[src/rtl/byte_serial_alu_ctrl_if.sv]
// byte_serial_alu_ctrl_if: request/result bundle between the execute stage and the byte-serial ALU sequencer.
interface byte_serial_alu_ctrl_if #(parameter int NBYTES = 4);
  localparam int W = 8 * NBYTES;
  logic         start;
  logic         op_sub;
  logic [W-1:0] data_operandA;
  logic [W-1:0] data_operandB;
  logic         ready;
  logic         busy;
  logic         result_valid;
  logic [W-1:0] data_result;
  logic         cout;
  logic         overflow;
  modport master (
    output start, op_sub, data_operandA, data_operandB,
    input  ready, busy, result_valid, data_result, cout, overflow
  );
  modport slave (
    input  start, op_sub, data_operandA, data_operandB,
    output ready, busy, result_valid, data_result, cout, overflow
  );
endinterface

[src/rtl/byte_serial_alu_ctrl.sv]
// byte_serial_alu_ctrl: wide add/subtract computed LSB-first by one shared 8-bit carry-lookahead adder.
module addmodule (
  input  logic [7:0] i_a,
  input  logic [7:0] i_b,
  input  logic       i_cin,
  output logic [7:0] o_sum,
  output logic       o_cout
);
  logic [7:0] w_g;
  logic [7:0] w_p;
  logic [8:0] w_c;
  // Each carry is a flat sum of generate terms gated by the propagates above them.
  function automatic logic lookahead(input logic [7:0] g, input logic [7:0] p, input logic cin, input int n);
    logic acc;
    logic pp;
    acc = 1'b0;
    pp = 1'b1;
    for (int j = n - 1; j >= 0; j--) begin
      acc = acc | (g[j] & pp);
      pp = pp & p[j];
    end
    return acc | (pp & cin);
  endfunction
  assign w_g = i_a & i_b;
  assign w_p = i_a ^ i_b;
  assign w_c[0] = i_cin;
  for (genvar i = 0; i < 8; i++) begin : g_c
    assign w_c[i+1] = lookahead(w_g, w_p, i_cin, i + 1);
  end
  assign o_sum = w_p ^ w_c[7:0];
  assign o_cout = w_c[8];
endmodule

module byte_serial_alu_ctrl #(parameter int NBYTES = 4) (
  input logic i_clock,
  input logic i_reset_n,
  byte_serial_alu_ctrl_if.slave bus
);
  localparam int W = 8 * NBYTES;
  localparam int IW = $clog2(NBYTES);
  localparam logic [IW-1:0] LAST = IW'(NBYTES - 1);
  typedef enum logic [1:0] {IDLE, RUN, DONE} state_t;
  state_t r_state, w_next;
  logic [W-1:0]  r_opa, r_opb, r_res;
  logic          r_carry, r_cout, r_ovf;
  logic [IW-1:0] r_idx;
  logic [7:0]    w_a, w_b, w_sum;
  logic          w_co, w_accept, w_last;
  assign w_a = r_opa[{r_idx, 3'b000} +: 8];
  assign w_b = r_opb[{r_idx, 3'b000} +: 8];
  addmodule u_add (.i_a(w_a), .i_b(w_b), .i_cin(r_carry), .o_sum(w_sum), .o_cout(w_co));
  assign w_accept = (r_state == IDLE) && bus.start;
  assign w_last = r_idx == LAST;
  always_comb begin
    w_next = IDLE;
    w_next = (r_state == IDLE) ? (bus.start ? RUN : IDLE) :
             (r_state == RUN)  ? (w_last ? DONE : RUN) : IDLE;
  end
  always_ff @(posedge i_clock) begin
    if (!i_reset_n) begin
      r_state <= IDLE;
      r_opa   <= '0;
      r_opb   <= '0;
      r_res   <= '0;
      r_carry <= 1'b0;
      r_cout  <= 1'b0;
      r_ovf   <= 1'b0;
      r_idx   <= '0;
    end else begin
      r_state <= w_next;
      if (w_accept) begin
        r_opa   <= bus.data_operandA;
        r_opb   <= bus.op_sub ? ~bus.data_operandB : bus.data_operandB;
        r_carry <= bus.op_sub;
        r_idx   <= '0;
        r_res   <= '0;
        r_cout  <= 1'b0;
        r_ovf   <= 1'b0;
      end else if (r_state == RUN) begin
        r_res[{r_idx, 3'b000} +: 8] <= w_sum;
        r_carry <= w_co;
        r_idx   <= w_last ? '0 : r_idx + 1'b1;
        if (w_last) begin
          r_cout <= w_co;
          r_ovf  <= (r_opa[W-1] == r_opb[W-1]) && (w_sum[7] != r_opa[W-1]);
        end
      end
    end
  end
  assign bus.ready        = r_state == IDLE;
  assign bus.busy         = r_state != IDLE;
  assign bus.result_valid = r_state == DONE;
  assign bus.data_result  = r_res;
  assign bus.cout         = r_cout;
  assign bus.overflow     = r_ovf;
endmodule

[src/flat_wrapper.sv]
// flat-port wrapper written by rule: the top's interface ports become plain ports
module byte_serial_alu_ctrl_flat 
#(parameter int NBYTES = 4)
  (i_clock, i_reset_n, bus_start, bus_op_sub, bus_data_operandA, bus_data_operandB, bus_ready, bus_busy, bus_result_valid, bus_data_result, bus_cout, bus_overflow);
  byte_serial_alu_ctrl_if #(.NBYTES(NBYTES)) bus_i ();
  input logic i_clock;
  input logic i_reset_n;
  input wire logic [$bits(bus_i.start)-1:0] bus_start;
  input wire logic [$bits(bus_i.op_sub)-1:0] bus_op_sub;
  input wire logic [$bits(bus_i.data_operandA)-1:0] bus_data_operandA;
  input wire logic [$bits(bus_i.data_operandB)-1:0] bus_data_operandB;
  output wire logic [$bits(bus_i.ready)-1:0] bus_ready;
  output wire logic [$bits(bus_i.busy)-1:0] bus_busy;
  output wire logic [$bits(bus_i.result_valid)-1:0] bus_result_valid;
  output wire logic [$bits(bus_i.data_result)-1:0] bus_data_result;
  output wire logic [$bits(bus_i.cout)-1:0] bus_cout;
  output wire logic [$bits(bus_i.overflow)-1:0] bus_overflow;
  assign bus_i.start = bus_start;
  assign bus_i.op_sub = bus_op_sub;
  assign bus_i.data_operandA = bus_data_operandA;
  assign bus_i.data_operandB = bus_data_operandB;
  assign bus_ready = bus_i.ready;
  assign bus_busy = bus_i.busy;
  assign bus_result_valid = bus_i.result_valid;
  assign bus_data_result = bus_i.data_result;
  assign bus_cout = bus_i.cout;
  assign bus_overflow = bus_i.overflow;
  byte_serial_alu_ctrl #(.NBYTES(NBYTES)) u_core (.i_clock(i_clock), .i_reset_n(i_reset_n), .bus(bus_i));
endmodule
[config.mk]
export PLATFORM = sky130hd
export DESIGN_NAME = byte_serial_alu_ctrl_flat
export DESIGN_NICKNAME = d
export VERILOG_FILES = /design/src/rtl/byte_serial_alu_ctrl_if.sv /design/src/rtl/byte_serial_alu_ctrl.sv /design/src/flat_wrapper.sv
export SDC_FILE = /design/constraint.sdc
export NUM_CORES = 1
export LEC_CHECK = 0
export ABC_AREA = 0
export BUFFER_PORTS_ARGS = -buffer_cell sky130_fd_sc_hd__buf_2
export CAP_MARGIN = 20
export CORE_ASPECT_RATIO = 2
export CORE_MARGIN = 1
export CORE_UTILIZATION = 30
export DETAILED_ROUTE_END_ITERATION = 7
export GPL_TIMING_DRIVEN = 0
export PLACE_DENSITY = 0.46
export SETUP_SLACK_MARGIN = 0.15
export SYNTH_ARGS = -nofsm -noshare
export SYNTH_HDL_FRONTEND = slang
export SYNTH_HIERARCHICAL = 1
export SYNTH_SLANG_ARGS = --single-unit
[constraint.sdc]
create_clock -name i_clock -period 3.6 [get_ports i_clock]
set_clock_uncertainty 0.15 [all_clocks]
set_input_delay 0 -clock i_clock [delete_from_list [all_inputs] [get_ports i_clock]]
set_output_delay 0 -clock i_clock [all_outputs]
set_load 0.01 [all_outputs]
==> results of run 1 <==
==> cell type report <==
class,count,share of cell area (%)
inverter,8,0.4418
sequential,103,30.34
timing repair buffer,168,17.16
tap,204,3.756
clock buffer,10,3.516
multi-input combinational,389,40.65
buffer,40,3.387
clock inverter,6,0.7548
==> flip-flops by register name (all words and copies together), names as in the netlist <==
signal / flops
u_core/r_carry: 1
u_core/r_state: 2
u_core/r_idx: 2
u_core/bus.cout: 1
u_core/r_opa: 32
u_core/bus.data_result: 32
u_core/bus.overflow: 1
u_core/r_opb: 32
==> synthesized netlist by cell type (2+ instances only) <==
cell type	number	share of area (%)
a21boi_0	3	0.45
a21boi_1	29	4.3
a21oi_1	38	3.8
and2b_1	2	0.30
and3b_1	5	0.87
buf_1	2	0.15
buf_2	16	1.6
buf_4	7	1.0
buf_6	4	0.89
clkbuf_1	11	0.82
dfxtp_1	103	41
ha_1	14	3.5
inv_1	8	0.60
mux4_2	16	7.2
nand2_1	136	10
nand3_1	35	3.5
nand3b_1	6	0.89
nor2_1	6	0.45
o211a_1	32	6.4
o21ai_0	3	0.30
or2_2	2	0.25
xnor2_1	38	6.6
==> power by group through the flow <==
stage               Clock, mW  Combinational, mW  Sequential [mW]
global route             1.04              0.577             1.24
finish                  0.961              0.530             1.24
global placement            0              0.461             1.26
detailed placement          0              0.468             1.27
CTS                     0.989              0.530             1.24
floorplan                   0              0.309             1.25
==> worst register-to-register path, cell delays in order (launching register included) <==
cell and delay (ns):
dfxtp_1 0.41, buf_4 0.23, buf_6 0.23, mux4_2 0.56
ha_1 0.37, nand3_1 0.16, o2111ai_2 0.17, a31oi_2 0.36
xnor2_4 0.22, a21oi_1 0.11, a211oi_1 0.22
==> per-layer routing <==
layer  track usage [%]  part of all wire [%]  vias up
met1             17.95                    36     2062
met2             36.26                    59       92
li1                  -                     -     2220
met5                 0                     0        -
met4             6.646                   2.2        0
met3             2.791                   2.6       16
==> repair_timing <==
item,4_1_cts,5_1_grt
endpoints found under the setup margin,8,9
hold buffers,65,0
resized for setup,3,3
endpoints found under the hold margin,70,0
==> final timing paths <==
| check | start | endpoint | cells after the start | slack (ns) |
|---|---|---|---|---|
| worst min-delay path | bus_op_sub | u_core/r_opb[20] | 4 | -0.008 |
| worst max register to register | u_core/r_idx[0] | u_core/bus.overflow | 10 | 0.34 |
| worst min register to register | u_core/bus.data_result[10] | u_core/bus.data_result[10] | 2 | 0.30 |
| worst max-delay path | u_core/r_idx[0] | u_core/bus.overflow | 10 | 0.34 |
==> logic make-up after synthesis <==
group / synth area share (%)
flip-flops: 40.91
multiplexers: 7.150
buffers and inverters: 5.089
adder cells (fa/ha/maj): 3.873
AO/OA/AOI/OAI: 16.86
AND/OR/NAND/NOR: 19.51
XOR/XNOR: 6.604
==> summary.txt, run 1 <==
Run status = finished, violations left
Violated checks = hold timing
Vias = 4390
DPL Wire Length = 11630 um
Total power = 2.729 mW
Setup Buffers After CTS = 0
Final Slew Violations = 0
Layout filler cell count = 1705
Residual DRC = 0
Area Overhead vs Synth = 34.86%
Peak VDD IR = 0.2176 mV
Row Count = 66
Final setup viols = 0
Chip width = 93.65 um
Gr ovfl total = 0
CP endpoint kind = flop
Sw Share = 28.42%
Int Power = 1.953 mW
Detailed Routing Iterations Pass 1 = 6
Maximum capacitance violations = 0
Static Leak = 3.028 nW
H-tree levels = 3
RePlAce Congestion = 0.7946
Slew headroom = 53.11%
CTS tree = built
Fin crit period = 3.257 ns
Psw = 0.7755 mW
Die Footprint = 17350 um2
Initial antenna violation count = 0
Worst-Margin Slew = 0.7033 ns
CP delay by family, top = compound AO/OA/AOI/OAI gates
Drt initial violations = 114
Mapped Avg Cell Area = 9.333 um2
Final std cells w/o fill = 928
CTS root buf = clkbuf_16
Yosys reg bits = 103
Syn Nets = 623
Clk pwr share = 35.2%
Sequential power share = 45.4%
Sequential Area = 2062 um2
Critical setup path kind = reg -> reg
Top FF cell, synth = dfxtp_1
Final core utilization = 41.57%
First-pass GRT wire length = 23120 um
Starting density of the core = 30.82%
Number of flops mapped to enable cells by yosys = 0
DP Area = 5811 um2
Fraction of registers with async set/reset = 0%
DRT Wirelength = 15080 um
Syn. warnings = 6
Combinational Power Share = 19.4%
Clock transition at path regs = 0.07 ns
Max incr delay on CP = 0.56 ns
CP Buf/Inv Count = 2
Diode count = 0
Share of the yosys chip area belonging to registers = 40.91%
CTS max path bufs = 2
Clk sinks = 103
Crit path arrival time = 3.37 ns
Worst Hold Class = in -> reg
CTS buffer count = 9
DR vias/cell = 4.731
Post-synthesis cell count = 540
Design Area, Final = 6797 um2
Cells after DPL = 847
Core ar. = 16350 um2
Routed Antenna Nets = 0
Total Routing Usage GR = 18.05%
Crit path cell chain = buf_4 -> buf_6 -> mux4_2 -> ha_1 -> nand3_1 -> o2111ai_2 -> a31oi_2 -> xnor2_4 -> a21oi_1 -> a211oi_1
Count of different cell masters after synthesis = 46
Die Ht = 185.3 um
RSZ-0062 raised after global routing = false
Setup ws final = 0.3430 ns
FMAX = 0.3070 GHz
Setup_tns = 0 ns
Dpl ws = -0.06629 ns
Layout net count = 802
Most frequent cells in the layout = 136 x nand2_1, 119 x buf_2, 103 x dfxtp_1, 65 x dlygate4sd3_1, 38 x a21oi_1
Pin count of the biggest net entering global routing = 19
Vias in the first global route = 4316
DR WL/cell = 16.25 um
I/O Buffers = 103
PD cells = 401.5 nW/um2
Fin. Hold Viols = 2
Commonest non-fill, non-tap cell in the layout = nand2_1
Clock latency on the worst-skew pair = 0.35 ns
Slowest stage cell on the critical path = mux4_2
Startpoint Class = flop
Fin crit share = 90.47%
Crit path max fanout = 10
Multi-input logic area = 2763 um2
Post-Syn Area = 5040 um2
Layout cells sized above 1 = 24.86%
Hold slack = -0.007804 ns
Crit path required time = 3.72 ns
Number of top-level pins = 105
No activity file was read; power rests on OpenSTA's default activity.
==> run 2, diff against run 1 <==
REMOVE_ABC_BUFFERS = 1   (was default)
SYNTH_HIERARCHICAL = default   (was 1)
==> run 2 against run 1 <==
Compared with the run above:
- the flow now finishes without violations
- hold slack better by 0.18 ns
- combinational power fell by 9.2%
- cell count shrank 5.1%
- maximum frequency rose by 0.86%
- flip-flop and latch count unchanged
- area after synthesis shrank 0.70%
- setup slack better by 0.028 ns
==> summary.txt, run 2 <==
Run status = finished, final reports clean (was finished, violations left)
Vias = 4246 (was 4390)
Initial antenna violation count = 0 (unchanged)
Total Routing Usage GR = 15.92% (was 18.05%)
Top FF cell, synth = dfxtp_1 (unchanged)
Crit path arrival time = 3.35 ns (was 3.37 ns)
Peak VDD IR = 0.2219 mV (was 0.2176 mV)
Startpoint Class = flop (unchanged)
Area contributors post-synth = dfxtp_1 41%, nand2_1 8.9%, mux4_2 7.2%, o211a_1 6.4%, xnor2_1 5.9% (was dfxtp_1 41%, nand2_1 10%, mux4_2 7.1%, xnor2_1 6.6%, o211a_1 6.4%)
CTS root buf = clkbuf_16 (unchanged)
Slowest stage cell on the critical path = dfxtp_1 (was mux4_2)
Number of top-level pins = 105 (unchanged)
Worst-Margin Slew = 0.9583 ns (was 0.7033 ns)
Post-synth top cells = 118 x nand2_1, 103 x dfxtp_1, 34 x xnor2_1 (was 136 x nand2_1, 103 x dfxtp_1, 38 x a21oi_1, 38 x xnor2_1, 35 x nand3_1)
GR Layer Usage met3 = 2.063% (was 2.791%)
H-tree levels = 3 (unchanged)
Count of different cell masters after synthesis = 51 (was 46)
Fin. Hold Viols = 0 (was 2)
Fin crit period = 3.229 ns (was 3.257 ns)
DR vias/cell = 4.820 (was 4.731)
Clock transition at path regs = 0.07 ns (about the same)
DRT Wirelength = 13100 um (was 15080 um)
Slew headroom = 36.12% (was 53.11%)
Die Ht = 184.7 um (was 185.3 um)
Met2 GRT Util = 31.41% (was 36.26%)
CTS buffer count = 9 (unchanged)
GRT Max-Usage Layer = met2 (unchanged)
PD cells = 406.6 nW/um2 (was 401.5 nW/um2)
Gr ovfl total = 0 (unchanged)
Pin count of the biggest net entering global routing = 97 (was 19)
Fraction of registers with async set/reset = 0% (unchanged)
Area Overhead vs Synth = 34.17% (was 34.86%)
CTS max path bufs = 2 (unchanged)
Worst R2R Setup Slack = 0.37 ns (was 0.34 ns)
Maximum capacitance violations = 0 (unchanged)
RePlAce Congestion = 0.7657 (was 0.7946)
Number of flops mapped to enable cells by yosys = 0 (unchanged)
Detailed Routing Iterations Pass 1 = 5 (was 6)
Yosys reg bits = 103 (unchanged)
DR WL/cell = 14.87 um (was 16.25 um)
Critical setup path kind = reg -> reg (unchanged)
Reg2Reg Capture Point = u_core.bus.overflow (was u_core/bus.overflow)
Hold endpoint = u_core.r_opa[14] (was u_core/r_opb[20])
Chip width = 93.33 um (was 93.65 um)
First-pass GRT wire length = 20840 um (was 23120 um)
Diode count = 0 (unchanged)
Crit path max fanout = 12 (was 10)
Row Count = 66 (unchanged)
Hold path start = bus_start (was bus_op_sub)
Hold depth = 5 (was 4)
Crit path cell chain = buf_8 -> mux4_2 -> ha_1 -> nand2_1 -> or3_4 -> a211oi_4 -> nand4bb_1 -> a31oi_1 (was buf_4 -> buf_6 -> mux4_2 -> ha_1 -> nand3_1 -> o2111ai_2 -> a31oi_2 -> xnor2_4 -> a21oi_1 -> a211oi_1)
Max incr delay on CP = 0.75 ns (was 0.56 ns)
Setup crit start = u_core.r_idx[1] (was u_core/r_idx[0])
Post-synthesis cell count = 520 (was 540)
Most frequent cells in the layout = 118 x nand2_1, 104 x buf_2, 102 x dfxtp_1, 67 x dlygate4sd3_1, 34 x xnor2_1 (was 136 x nand2_1, 119 x buf_2, 103 x dfxtp_1, 65 x dlygate4sd3_1, 38 x a21oi_1)
Mapped Avg Cell Area = 9.625 um2 (was 9.333 um2)
CP endpoint kind = flop (unchanged)
Post-Syn Area = 5005 um2 (was 5040 um2)
R2R cell count = 8 (was 10)
Met1 Use GR = 16.17% (was 17.95%)
Layout net count = 755 (was 802)
CTS tree = built (unchanged)
Cell taking the most area after synthesis = dfxtp_1 (unchanged)
Commonest non-fill, non-tap cell in the layout = nand2_1 (unchanged)
Crit path required time = 3.72 ns (about the same)
RSZ-0062 raised after global routing = false (unchanged)
Vias in the first global route = 4150 (was 4316)
Static Leak = 2.990 nW (was 3.028 nW)
Total power = 2.730 mW (was 2.729 mW)
Syn. warnings = 0 (was 6)
Die Footprint = 17230 um2 (was 17350 um2)
I/O Buffers = 104 (was 103)
Fin crit share = 89.70% (was 90.47%)
Clock latency on the worst-skew pair = 0.35 ns (about the same)
Clk sinks = 103 (unchanged)
Worst Hold Class = in -> reg (unchanged)
Core ar. = 16270 um2 (was 16350 um2)
Drt initial violations = 134 (was 114)
Share of the yosys chip area belonging to registers = 41.20% (was 40.91%)
Starting density of the core = 30.76% (was 30.82%)
Setup ws final = 0.3708 ns (was 0.3430 ns)
Final setup viols = 0 (unchanged)
Post-synth top area share = 41.20% (was 40.91%)
Most frequent cell after synthesis = nand2_1 (unchanged)
Residual DRC = 0 (unchanged)
Dpl ws = -0.0005120 ns (was -0.06629 ns)
Final Slew Violations = 0 (unchanged)
Routed Antenna Nets = 0 (unchanged)
DPL Wire Length = 9351 um (was 11630 um)
Reg2reg start = u_core.r_idx[1] (was u_core/r_idx[0])
FMAX = 0.3097 GHz (was 0.3070 GHz)
Layout cells sized above 1 = 24.22% (was 24.86%)
==> run 2: cell count changes after synthesis, sizes merged, moves of 5 or more <==
cell / before / now
buf: 29 / 22
and3b: 5 / 0
a22oi: 0 / 16
o21ai: 3 / 8
nor2: 6 / 23
a21oi: 39 / 12
nand3: 35 / 6
nand2: 137 / 119
nor3: 2 / 7
==> run 2: layer usage <==
metal	wire [um]	part of all wire [%]
met1	4986	38
met2	7485	57
met3	309	2.4
met4	320	2.4
met5	0	0
==> run 2: worst max-delay path by stage <==
stage | cells after the start | end
6_report | 8 | u_core.bus.overflow
5_1_grt | 8 | u_core.bus.data_result[14]
4_1_cts | 8 | u_core.bus.overflow
3_5_place_dp | 7 | u_core.bus.data_result[4]
3_3_place_gp | 7 | u_core.bus.data_result[20]
2_1_floorplan | 7 | u_core.bus.overflow
==> run 2: power breakdown <==
part | switching, mW | internal (mW)
Sequential | 0.0428 | 1.20
Clock | 0.445 | 0.562
Combinational | 0.240 | 0.241
Total | 0.728 | 2.00
==> run 2: cell type report <==
type | instances | area [um2]
Fill cell | 1656 | 9553
Clock inverter | 6 | 67.56
Tap cell | 204 | 255.2
Sequential cell | 103 | 2066
Inverter | 10 | 37.54
Timing Repair Buffer | 177 | 1316
Clock buffer | 10 | 239.0
Multi-Input combinational cell | 371 | 2734
==> run 2: repair_timing <==
item | 4_1_cts | 5_1_grt
pin swaps | 0 | 1
resized for setup | 1 | 1
endpoints found under the setup margin | 15 | 9
hold buffers | 66 | 1
setup buffers | 0 | 1
endpoints found under the hold margin | 64 | 10
==> run 2: logic make-up after synthesis <==
kind of cell               count (synthesis)  synth area share (%)
AOI/OAI and AO/OA                        121                 19.48
xor gates and xnor gates                  36                 6.300
adders and majority gates                 15                 3.900
buffers and inverters                     46                 4.300
DFF                                      103                 41.20
muxes                                     16                 7.200
and+or+nand+nor                          183                 17.63
==> run 2: stage by stage <==
step / utilization, % / hold WS, ns / std cells / TNS (ns) / cell area, um2
finish: 41.28 / 0.1747 / 881 / 0 / 6715
global route: 41.28 / 0.2106 / 881 / 0 / 6715
CTS: 40.86 / 0.1911 / 877 / 0 / 6646
detailed placement: 34.89 / 0.1001 / 795 / -0.0005120 / 5677
global placement: 34.44 / 0.09800 / 792 / -22.48 / 5603
floorplan: - / -0.03241 / 484 / 0 / 4827
==> run 2: critical path: cells and delay by family (launching register included) <==
kind | cells | cell delay, ns
buffers and inverters | 1 | 0.24
adders and majority gates | 1 | 0.53
AOI/OAI and AO/OA | 2 | 0.51
muxes | 1 | 0.31
and+or+nand+nor | 3 | 0.66
DFF | 1 | 0.75
